`src/rtl/pwm_deadtime_pkg.sv`:
```
// Shared types and constants for the dead-time PWM gate driver.
// State encoding, register map and CTRL/STATUS bit positions.
package pwm_deadtime_pkg;

    typedef enum logic [2:0] {
        ST_OFF   = 3'd0,
        ST_LO_ON = 3'd1,
        ST_DT_R  = 3'd2,
        ST_HI_ON = 3'd3,
        ST_DT_F  = 3'd4
    } ch_state_e;

    localparam logic [1:0] ADDR_CTRL    = 2'd0;
    localparam logic [1:0] ADDR_DT_RISE = 2'd1;
    localparam logic [1:0] ADDR_DT_FALL = 2'd2;
    localparam logic [1:0] ADDR_STATUS  = 2'd3;

    localparam int CTRL_EN_BIT   = 0;
    localparam int CTRL_FCLR_BIT = 1;

    localparam int STAT_FAULT_BIT = 0;
    localparam int STAT_A_LSB     = 4;
    localparam int STAT_B_LSB     = 8;

    function automatic logic [31:0] pack_status(
        input logic      fault,
        input ch_state_e st_a,
        input ch_state_e st_b
    );
        logic [31:0] s;
        s = '0;
        s[STAT_FAULT_BIT]            = fault;
        s[STAT_A_LSB +: 3]           = st_a;
        s[STAT_B_LSB +: 3]           = st_b;
        return s;
    endfunction

endpackage

```
`src/rtl/pwm_deadtime_ch.sv`:
```
// One half-bridge channel: complementary gates with programmable
// dead time on both edges, aborting dead time on input reversal.
module pwm_deadtime_ch
    import pwm_deadtime_pkg::*;
#(
    parameter int DT_W = 16
) (
    input  logic            clk,
    input  logic            clr_n,
    input  logic            en_i,
    input  logic            pwm_i,
    input  logic [DT_W-1:0] dt_rise_i,
    input  logic [DT_W-1:0] dt_fall_i,
    output logic            gate_hi_o,
    output logic            gate_lo_o,
    output ch_state_e       state_o
);

    ch_state_e       state_q;
    logic [DT_W-1:0] cnt_q;
    logic            hi_q;
    logic            lo_q;

    // Channel FSM, dead counter and registered gate drives.
    // Gates are only ever set on entry to HI_ON / LO_ON, so the two
    // drives can never overlap.
    always_ff @(posedge clk or negedge clr_n) begin
        if (!clr_n) begin
            state_q <= ST_OFF;
            cnt_q   <= '0;
            hi_q    <= 1'b0;
            lo_q    <= 1'b0;
        end else if (!en_i) begin
            state_q <= ST_OFF;
            hi_q    <= 1'b0;
            lo_q    <= 1'b0;
        end else begin
            case (state_q)
                ST_OFF: begin
                    hi_q <= 1'b0;
                    lo_q <= 1'b0;
                    if (pwm_i) begin
                        state_q <= ST_DT_R;
                        cnt_q   <= dt_rise_i;
                    end else begin
                        state_q <= ST_DT_F;
                        cnt_q   <= dt_fall_i;
                    end
                end
                ST_LO_ON: begin
                    if (pwm_i) begin
                        state_q <= ST_DT_R;
                        cnt_q   <= dt_rise_i;
                        lo_q    <= 1'b0;
                    end
                end
                ST_HI_ON: begin
                    if (!pwm_i) begin
                        state_q <= ST_DT_F;
                        cnt_q   <= dt_fall_i;
                        hi_q    <= 1'b0;
                    end
                end
                ST_DT_R: begin
                    if (!pwm_i) begin
                        state_q <= ST_LO_ON;
                        lo_q    <= 1'b1;
                    end else if (cnt_q == '0) begin
                        state_q <= ST_HI_ON;
                        hi_q    <= 1'b1;
                    end else begin
                        cnt_q <= cnt_q - 1'b1;
                    end
                end
                ST_DT_F: begin
                    if (pwm_i) begin
                        state_q <= ST_HI_ON;
                        hi_q    <= 1'b1;
                    end else if (cnt_q == '0) begin
                        state_q <= ST_LO_ON;
                        lo_q    <= 1'b1;
                    end else begin
                        cnt_q <= cnt_q - 1'b1;
                    end
                end
                default: begin
                    state_q <= ST_OFF;
                    hi_q    <= 1'b0;
                    lo_q    <= 1'b0;
                end
            endcase
        end
    end

    assign gate_hi_o = hi_q;
    assign gate_lo_o = lo_q;
    assign state_o   = state_q;

endmodule

```
`src/rtl/pwm_deadtime.sv`:
```
// Two-channel dead-time gate driver with an Avalon-style register port.
// Optional fault input enabled by defining PWM_DEADTIME_FAULT_EN.
module pwm_deadtime
    import pwm_deadtime_pkg::*;
#(
    parameter int DT_W = 16
) (
    input  logic        clk,
    input  logic        clr_n,
    input  logic        cs,
    input  logic        wr_n,
    input  logic [1:0]  addr,
    input  logic [31:0] wr_data,
    output logic [31:0] rd_data,
    input  logic [1:0]  pwm_in,
    output logic [1:0]  gate_hi,
    output logic [1:0]  gate_lo
`ifdef PWM_DEADTIME_FAULT_EN
    ,
    input  logic        fault_n
`endif
);

    logic            we;
    logic            en_q;
    logic [DT_W-1:0] dt_rise_q;
    logic [DT_W-1:0] dt_fall_q;
    logic            fault_q;
    logic            run;
    ch_state_e       st_a;
    ch_state_e       st_b;

    assign we = cs & ~wr_n;

    // Register file writes; FCLR is a pulse and is not stored.
    always_ff @(posedge clk or negedge clr_n) begin
        if (!clr_n) begin
            en_q      <= 1'b0;
            dt_rise_q <= '0;
            dt_fall_q <= '0;
        end else if (we) begin
            case (addr)
                ADDR_CTRL:    en_q      <= wr_data[CTRL_EN_BIT];
                ADDR_DT_RISE: dt_rise_q <= wr_data[DT_W-1:0];
                ADDR_DT_FALL: dt_fall_q <= wr_data[DT_W-1:0];
                default:      ;
            endcase
        end
    end

`ifdef PWM_DEADTIME_FAULT_EN
    logic fsync1_q;
    logic fsync2_q;
    logic fclr;

    assign fclr = we & (addr == ADDR_CTRL) & wr_data[CTRL_FCLR_BIT];

    // Two-flop synchroniser for the asynchronous fault input.
    always_ff @(posedge clk or negedge clr_n) begin
        if (!clr_n) begin
            fsync1_q <= 1'b1;
            fsync2_q <= 1'b1;
        end else begin
            fsync1_q <= fault_n;
            fsync2_q <= fsync1_q;
        end
    end

    // Fault latch: a live fault always wins over a clear request.
    always_ff @(posedge clk or negedge clr_n) begin
        if (!clr_n) begin
            fault_q <= 1'b0;
        end else if (!fsync2_q) begin
            fault_q <= 1'b1;
        end else if (fclr) begin
            fault_q <= 1'b0;
        end
    end

    // Gate off one edge earlier by also honouring the live fault.
    assign run = en_q & ~fault_q & fsync2_q;
`else
    assign fault_q = 1'b0;
    assign run     = en_q;
`endif

    pwm_deadtime_ch #(
        .DT_W(DT_W)
    ) u_ch_a (
        .clk      (clk),
        .clr_n    (clr_n),
        .en_i     (run),
        .pwm_i    (pwm_in[1]),
        .dt_rise_i(dt_rise_q),
        .dt_fall_i(dt_fall_q),
        .gate_hi_o(gate_hi[1]),
        .gate_lo_o(gate_lo[1]),
        .state_o  (st_a)
    );

    pwm_deadtime_ch #(
        .DT_W(DT_W)
    ) u_ch_b (
        .clk      (clk),
        .clr_n    (clr_n),
        .en_i     (run),
        .pwm_i    (pwm_in[0]),
        .dt_rise_i(dt_rise_q),
        .dt_fall_i(dt_fall_q),
        .gate_hi_o(gate_hi[0]),
        .gate_lo_o(gate_lo[0]),
        .state_o  (st_b)
    );

    // Combinational read mux.
    always_comb begin
        rd_data = '0;
        case (addr)
            ADDR_CTRL:    rd_data[CTRL_EN_BIT] = en_q;
            ADDR_DT_RISE: rd_data = 32'(dt_rise_q);
            ADDR_DT_FALL: rd_data = 32'(dt_fall_q);
            default:      rd_data = pack_status(fault_q, st_a, st_b);
        endcase
    end

    if (DT_W < 32) begin : g_unused
        logic unused_wr_hi;
        assign unused_wr_hi = ^wr_data[31:DT_W];
    end

endmodule
```
`config.mk`:
```
export PLATFORM = sky130hd
export DESIGN_NAME = pwm_deadtime
export DESIGN_NICKNAME = d
export VERILOG_FILES = /design/src/rtl/pwm_deadtime_pkg.sv /design/src/rtl/pwm_deadtime_ch.sv /design/src/rtl/pwm_deadtime.sv
export SDC_FILE = /design/constraint.sdc
export NUM_CORES = 1
export LEC_CHECK = 0
export BUFFER_PORTS_ARGS = -buffer_cell sky130_fd_sc_hd__buf_2
export CAP_MARGIN = 20
export CORE_ASPECT_RATIO = 1.25
export CORE_MARGIN = 2
export CORE_UTILIZATION = 45
export CTS_BUF_LIST = sky130_fd_sc_hd__clkbuf_8 sky130_fd_sc_hd__clkbuf_16
export DETAILED_ROUTE_END_ITERATION = 10
export HOLD_SLACK_MARGIN = 0.03
export PLACE_DENSITY_LB_ADDON = 0.2
export SETUP_SLACK_MARGIN = 0.1
export SLEW_MARGIN = 10
export SYNTH_ARGS = -nofsm -noshare
export SYNTH_HDL_FRONTEND = slang
export SYNTH_SLANG_ARGS = --single-unit
```
`constraint.sdc`:
```
create_clock -name clk -period 2.16 [get_ports clk]
set_input_delay 0.216 -clock clk [delete_from_list [all_inputs] [get_ports clk]]
set_output_delay 0.216 -clock clk [all_outputs]
set_load 0.02 [all_outputs]
```
; ---- Word-level counts from Yosys, hierarchy flattened
; Cells that the tools add are included.
[word_totals]
wordCells = 131
ff_bits = 75
inputBits = 40
[op_classes]
n_reduce_logical = 18
bitwise = 2
muxes = 56
n_eq_ne = 42
add_sub_neg = 2
[ops]
columns = op, n
row1 = 2-to-1 mux 16 bit, 12
row2 = case mux 16 bit (5 select lines), 2
row3 = 2-to-1 mux 3 bit, 16
row4 = case mux 15 bit (3 select lines), 1
row5 = inequality test 3 bit (second input constant), 12
row6 = logical NOT 16 bit, 2
row7 = subtractor 16 x 1 -> 16 bit (second input constant), 2
row8 = case mux 3 bit (5 select lines), 2
row9 = inequality test 2 bit (second input constant), 12
row10 = AND reduction 5 bit, 4
row11 = 2-to-1 mux 1 bit, 18
row12 = inequality test 4 x 3 -> 1 bit (second input constant), 4
row13 = case mux 1 bit (4 select lines), 4
row14 = == test 3 x 2 -> 1 bit (second input constant), 4
row15 = inequality test 3 x 2 -> 1 bit (second input constant), 4
row16 = AND reduction 6 bit, 2
row17 = nonzero test 5 bit, 2
row18 = AND reduction 4 bit, 2
row19 = == test 3 x 1 -> 1 bit (second input constant), 2
row20 = == test 3 bit (second input constant), 2
row21 = logical NOT 3 bit, 2
row22 = AND reduction 2 bit, 3
row23 = case mux 1 bit (3 select lines), 1
row24 = == test 2 x 1 -> 1 bit (second input constant), 1
row25 = 4 further kinds, 4

; ---- Longest topological paths before layout
[logic_depth]
word_depth = 5
depth_mapped = 8

; ---- Hierarchy
; A second synthesis with hierarchy kept.
[hier_totals]
cells_unflattened = 637
area_unflattened_um2 = 5775.5
[by_module_without_submodules]
columns = module, instances, area_each_um2, cells_per_inst
row1 = pwm_deadtime_ch at u_ch_a, 1, 2023.2, 265
row2 = pwm_deadtime_ch at u_ch_b, 1, 1996.9, 253
row3 = pwm_deadtime, 1, 1755.4, 119

; ---- Worst setup path after synthesis
; Ideal clock, no wire load.
[synth_path]
path_kind = flip-flop to flip-flop
start = register u_ch_b.cnt_q[0]
end = register u_ch_b.cnt_q[10]
t_required_ns = 2.038
n_path_buf = 1
stages_incl_launch_ff = 9
t_arrival_ns = 2.114
setup_slack_ns = -0.076
cell_sequence = dfrtp_1 -> inv_1 -> ha_1 -> nor3b_1 -> nand3_1 -> o22a_4 -> o21a_4 -> buf_6 -> a32o_1
[synth_between]
elab_chain_cells = 4
word_cells_on_any_way = 6
[synth_rtl]
columns = element, line_no
row1 = from (decl), pwm_deadtime_ch.sv:20  ; logic [DT_W-1:0] cnt_q;
row2 = from (signal assigned), pwm_deadtime_ch.sv:44  ; cnt_q <= dt_rise_i;
row3 = from (signal assigned), pwm_deadtime_ch.sv:47  ; cnt_q <= dt_fall_i;
row4 = from (signal assigned), pwm_deadtime_ch.sv:53  ; cnt_q <= dt_rise_i;
row5 = subtractor 16 x 1 -> 16 bit or logical NOT 16 bit (tied branches), --
row6 = 2-to-1 mux 16 bit *, "pwm_deadtime_ch.sv:68, pwm_deadtime_ch.sv:79"
row7 = 2-to-1 mux 16 bit (on tied branches), "pwm_deadtime_ch.sv:76, pwm_deadtime_ch.sv:65"
row8 = case mux 16 bit (5 select lines) *, pwm_deadtime_ch.sv:38  ; case (state_q)
; Mark *: on every way between the ends. The rest lies on a longest branch, timed or not. The select of a mux whose other input is x is not followed.
; A chain may end at the register's enable or synchronous reset.

; ---- Final worst setup path
[layout_path]
start = register u_ch_b.cnt_q[12]
end = register u_ch_b.cnt_q[1]
[layout_between]
elab_chain_cells = 4
word_cells_on_any_way = 5
[layout_rtl]
columns = element, line_no
row1 = logical NOT 16 bit *, "pwm_deadtime_ch.sv:68, pwm_deadtime_ch.sv:79"
row2 = 2-to-1 mux 16 bit *, --
row3 = 2-to-1 mux 16 bit (on tied branches), --
row4 = case mux 16 bit (5 select lines) *, --
; Marked as above.

==> qor.txt <==
total gr overflow = 0
RSZ-0062 raised after global routing = true
Hold Path Stages = 3
Pins Over Slew Limit = 0
Post-Syn Area per Cell = 8.56 µm²
Worst-Skew Late Latency = 340 ps
hold path startpoint = wr_data[14]
Max stage delay on crit path = 530 ps
DRT Wirelength = 17800 µm
Max Root-Sink Buffers = 2
Peak VDD IR = 0.000576 V
layout cell share with drive strength beyond 1 = 27.5%
via count = 5759
IO Count = 76
clock power share = 20.9%
min Tclk post-route = 2220 ps
Placement Rows = 46
drt pass-1 iters = 5
Die Width = 106 µm
Yosys cell types = 69
Core Util, Final = 55.2%
first-pass GRT wire length = 28600 µm
worst slack at placement = -70.9 ps
YS warnings = 0
diode count = 0
critical path's slowest cell = or4_4
WS Path Type = reg -> reg
Initial Utilization = 45.8%
R2R cell count = 5
Max Fclk = 451 MHz
Post-DP HPWL = 13000 µm
Crit path max-delay family = simple AND/OR/NAND/NOR gates
Via density = 6.29
largest net degree at the start of global routing = 40
drt drc = 0
Post-synth EDFFs = 0
cell internal pwr = 4.70 mW
Sink Count = 75
Area Growth Syn to Fin = 20.3%
worst setup margin = -57.5 ps
leakage = 2.91 nW
Worst Skew = 11.4 ps
failing checks = negative setup slack
worst path bufs/invs = 0
most common cell after layout, fill and taps aside = dfrtp_1
Mapped Cells = 678
Setup crit end kind = register
Worst-path clk slew = 60 ps
clock root buffer = clkbuf_16
port bufs = 43
Post-synth ARST share = 100%
Routed WL per cell = 19.5 µm
#FFs+latches synth = 75
Detailed Route Iter0 Violations = 449
Mapped Area = 0.00581 mm²
H-tree depth = 3
Worst-Margin Slew = 573 ps
post-route ant nets = 0
R2R Path Start = u_ch_b.cnt_q[12]
pwr/cell area = 1140 mW/mm²
P_sw = 3.29 mW
CP cell instances = or4_4, or3_4, o22a_4, o21a_4, mux2_4
Num CTS Buffers = 9
TritonCTS clock tree = done
core area = 0.0127 mm²
nets@finish = 785
Flop pwr share = 31.7%
Rel. slew slack = 61.5%
initial antenna violation count = 0
status = finished with violations
number of global-route vias before repair = 5550
Final Hold Viols = 0
required time worst endpoint = 2380 ps
Worst Path Max Fanout = 7
crit path from = u_ch_b.cnt_q[12]
CP Launch Type = register
final setup fails = 11
Sw Share = 41.2%
Top FF cell, synth = dfrtp_1
WHS Endpoint = dt_rise_q[14]
Logic pwr share = 47.5%
Worst R2R End = u_ch_b.cnt_q[1]
Total GRT Usage = 26.0%
die area = 0.0138 mm²
commonest non-fill, non-tap cells in the layout = dfrtp_1, nand2_1, buf_4, a21oi_1, buf_2
reg-to-reg slack, setup = -60 ps
Hold/Removal Path Class = in -> reg
Arr. time, crit path = 2440 ps
part of the cycle the worst path needs = 103%
die height = 131 µm
routability cong. = 0.924
sequential share of the synthesized area = 32.3%
total of max-cap violations = 0
## state kept, by name, indices dropped and copies added (netlist names)
signal            cells
dt_fall_q            16
dt_rise_q            16
u_ch_a.cnt_q         16
u_ch_b.cnt_q         16
u_ch_a.state_o        3
u_ch_b.state_o        3
en_q                  1
u_ch_a.gate_hi_o      1
u_ch_a.gate_lo_o      1
u_ch_b.gate_hi_o      1
u_ch_b.gate_lo_o      1
## worst min-delay path, delay by kind of cell
kind	cells	cell delay [ps]
buffers and inverters	1	90
AO/OA/AOI/OAI	1	50
AND/OR/NAND/NOR	1	40
## power groups by stage
| stage | Clock, mW | Combinational [mW] | Sequential (mW) |
|---|---|---|---|
| 2_1_floorplan | 0 | 2.46 | 2.28 |
| 3_3_place_gp | 0 | 3.40 | 2.46 |
| 3_5_place_dp | 0 | 3.47 | 2.48 |
| 4_1_cts | 1.69 | 3.59 | 2.47 |
| 5_1_grt | 1.76 | 4.13 | 2.60 |
| 6_report | 1.67 | 3.79 | 2.53 |
## metal layers
metal / vias to the layer above / wire (µm) / global-route usage (%) / part of all wire, %
li1: 2674 / - / - / -
met1: 2814 / 7390 / 32.2 / 41
met2: 223 / 9100 / 46.3 / 51
met3: 48 / 788 / 3.08 / 4.4
met4: 0 / 552 / 10.4 / 3.1
met5: - / 0 / 0 / 0
## worst max-delay path by stage
stage	to	slack, ps	depth (start not counted)
after floorplan	u_ch_b.cnt_q[10]	-30	6
after global placement	u_ch_b.cnt_q[1]	-50	5
after detailed placement	u_ch_b.cnt_q[1]	-70	5
after CTS	u_ch_b.cnt_q[1]	-50	5
after global routing	u_ch_b.cnt_q[1]	-90	5
final	u_ch_b.cnt_q[1]	-60	5
## repair_timing
action / CTS / global route
resized for setup: 10 / 27
endpoints found under the setup margin: 24 / 36
gates cloned: 1 / 0
hold endpoints to repair: 36 / 0
hold buffers: 1 / 0
buffers inserted: 3 / 5
pin swaps: 5 / 8
## metrics by stage
step           power [mW]  setup TNS [ps]  cell area (µm²)  hold slack [ps]  cells
2_1_floorplan        4.74            -235             5870            -79.6    693
3_3_place_gp         5.86           -65.2             6420              220    890
3_5_place_dp         5.95            -191             6420              226    890
4_1_cts              7.75            -181             6840             89.4    911
5_1_grt              8.50            -682             6990              116    916
6_report             7.99            -302             6990             96.1    916
## synthesized netlist by cell type (15+ instances only)
master	count	share of area [%]
buf_4	20	2.6
clkbuf_1	40	2.6
o21ai_0	39	3.4
nand2b_1	18	1.9
nor3_1	17	1.5
mux2i_1	23	4.0
a22o_1	20	3.0
a211oi_1	15	1.9
inv_1	28	1.8
nand2_1	61	3.9
nor2b_1	15	1.6
mux2_2	39	7.6
dfrtp_1	75	32
a21oi_1	49	4.2
nor2_1	24	1.6
## kinds of logic (layout without fill, tap and decap cells)
family                     count (synthesis)  after routing  share of synthesized area [%]
AOI/OAI and AO/OA                        248            249                           30.6
and+or+nand+nor                          181            181                           16.0
buffers and inverters                    104            158                           8.21
DFF                                       75             75                           32.3
muxes                                     63             63                           11.7
xor gates and xnor gates                   4              4                          0.604
adders and majority gates                  2              2                          0.431
other                                      1             16                         0.0646
## final cells by class
| class | count | area (µm²) |
|---|---|---|
| repair buffers | 112 | 790 |
| well taps | 168 | 210 |
| flip-flops and latches | 75 | 1880 |
| multi-input cells | 515 | 3660 |
| clock buffers | 10 | 239 |
| fillers | 1162 | 5680 |
| clock inverters | 6 | 88.8 |
| inverters | 30 | 113 |
Note: power is estimated with default switching activity, not from simulation.
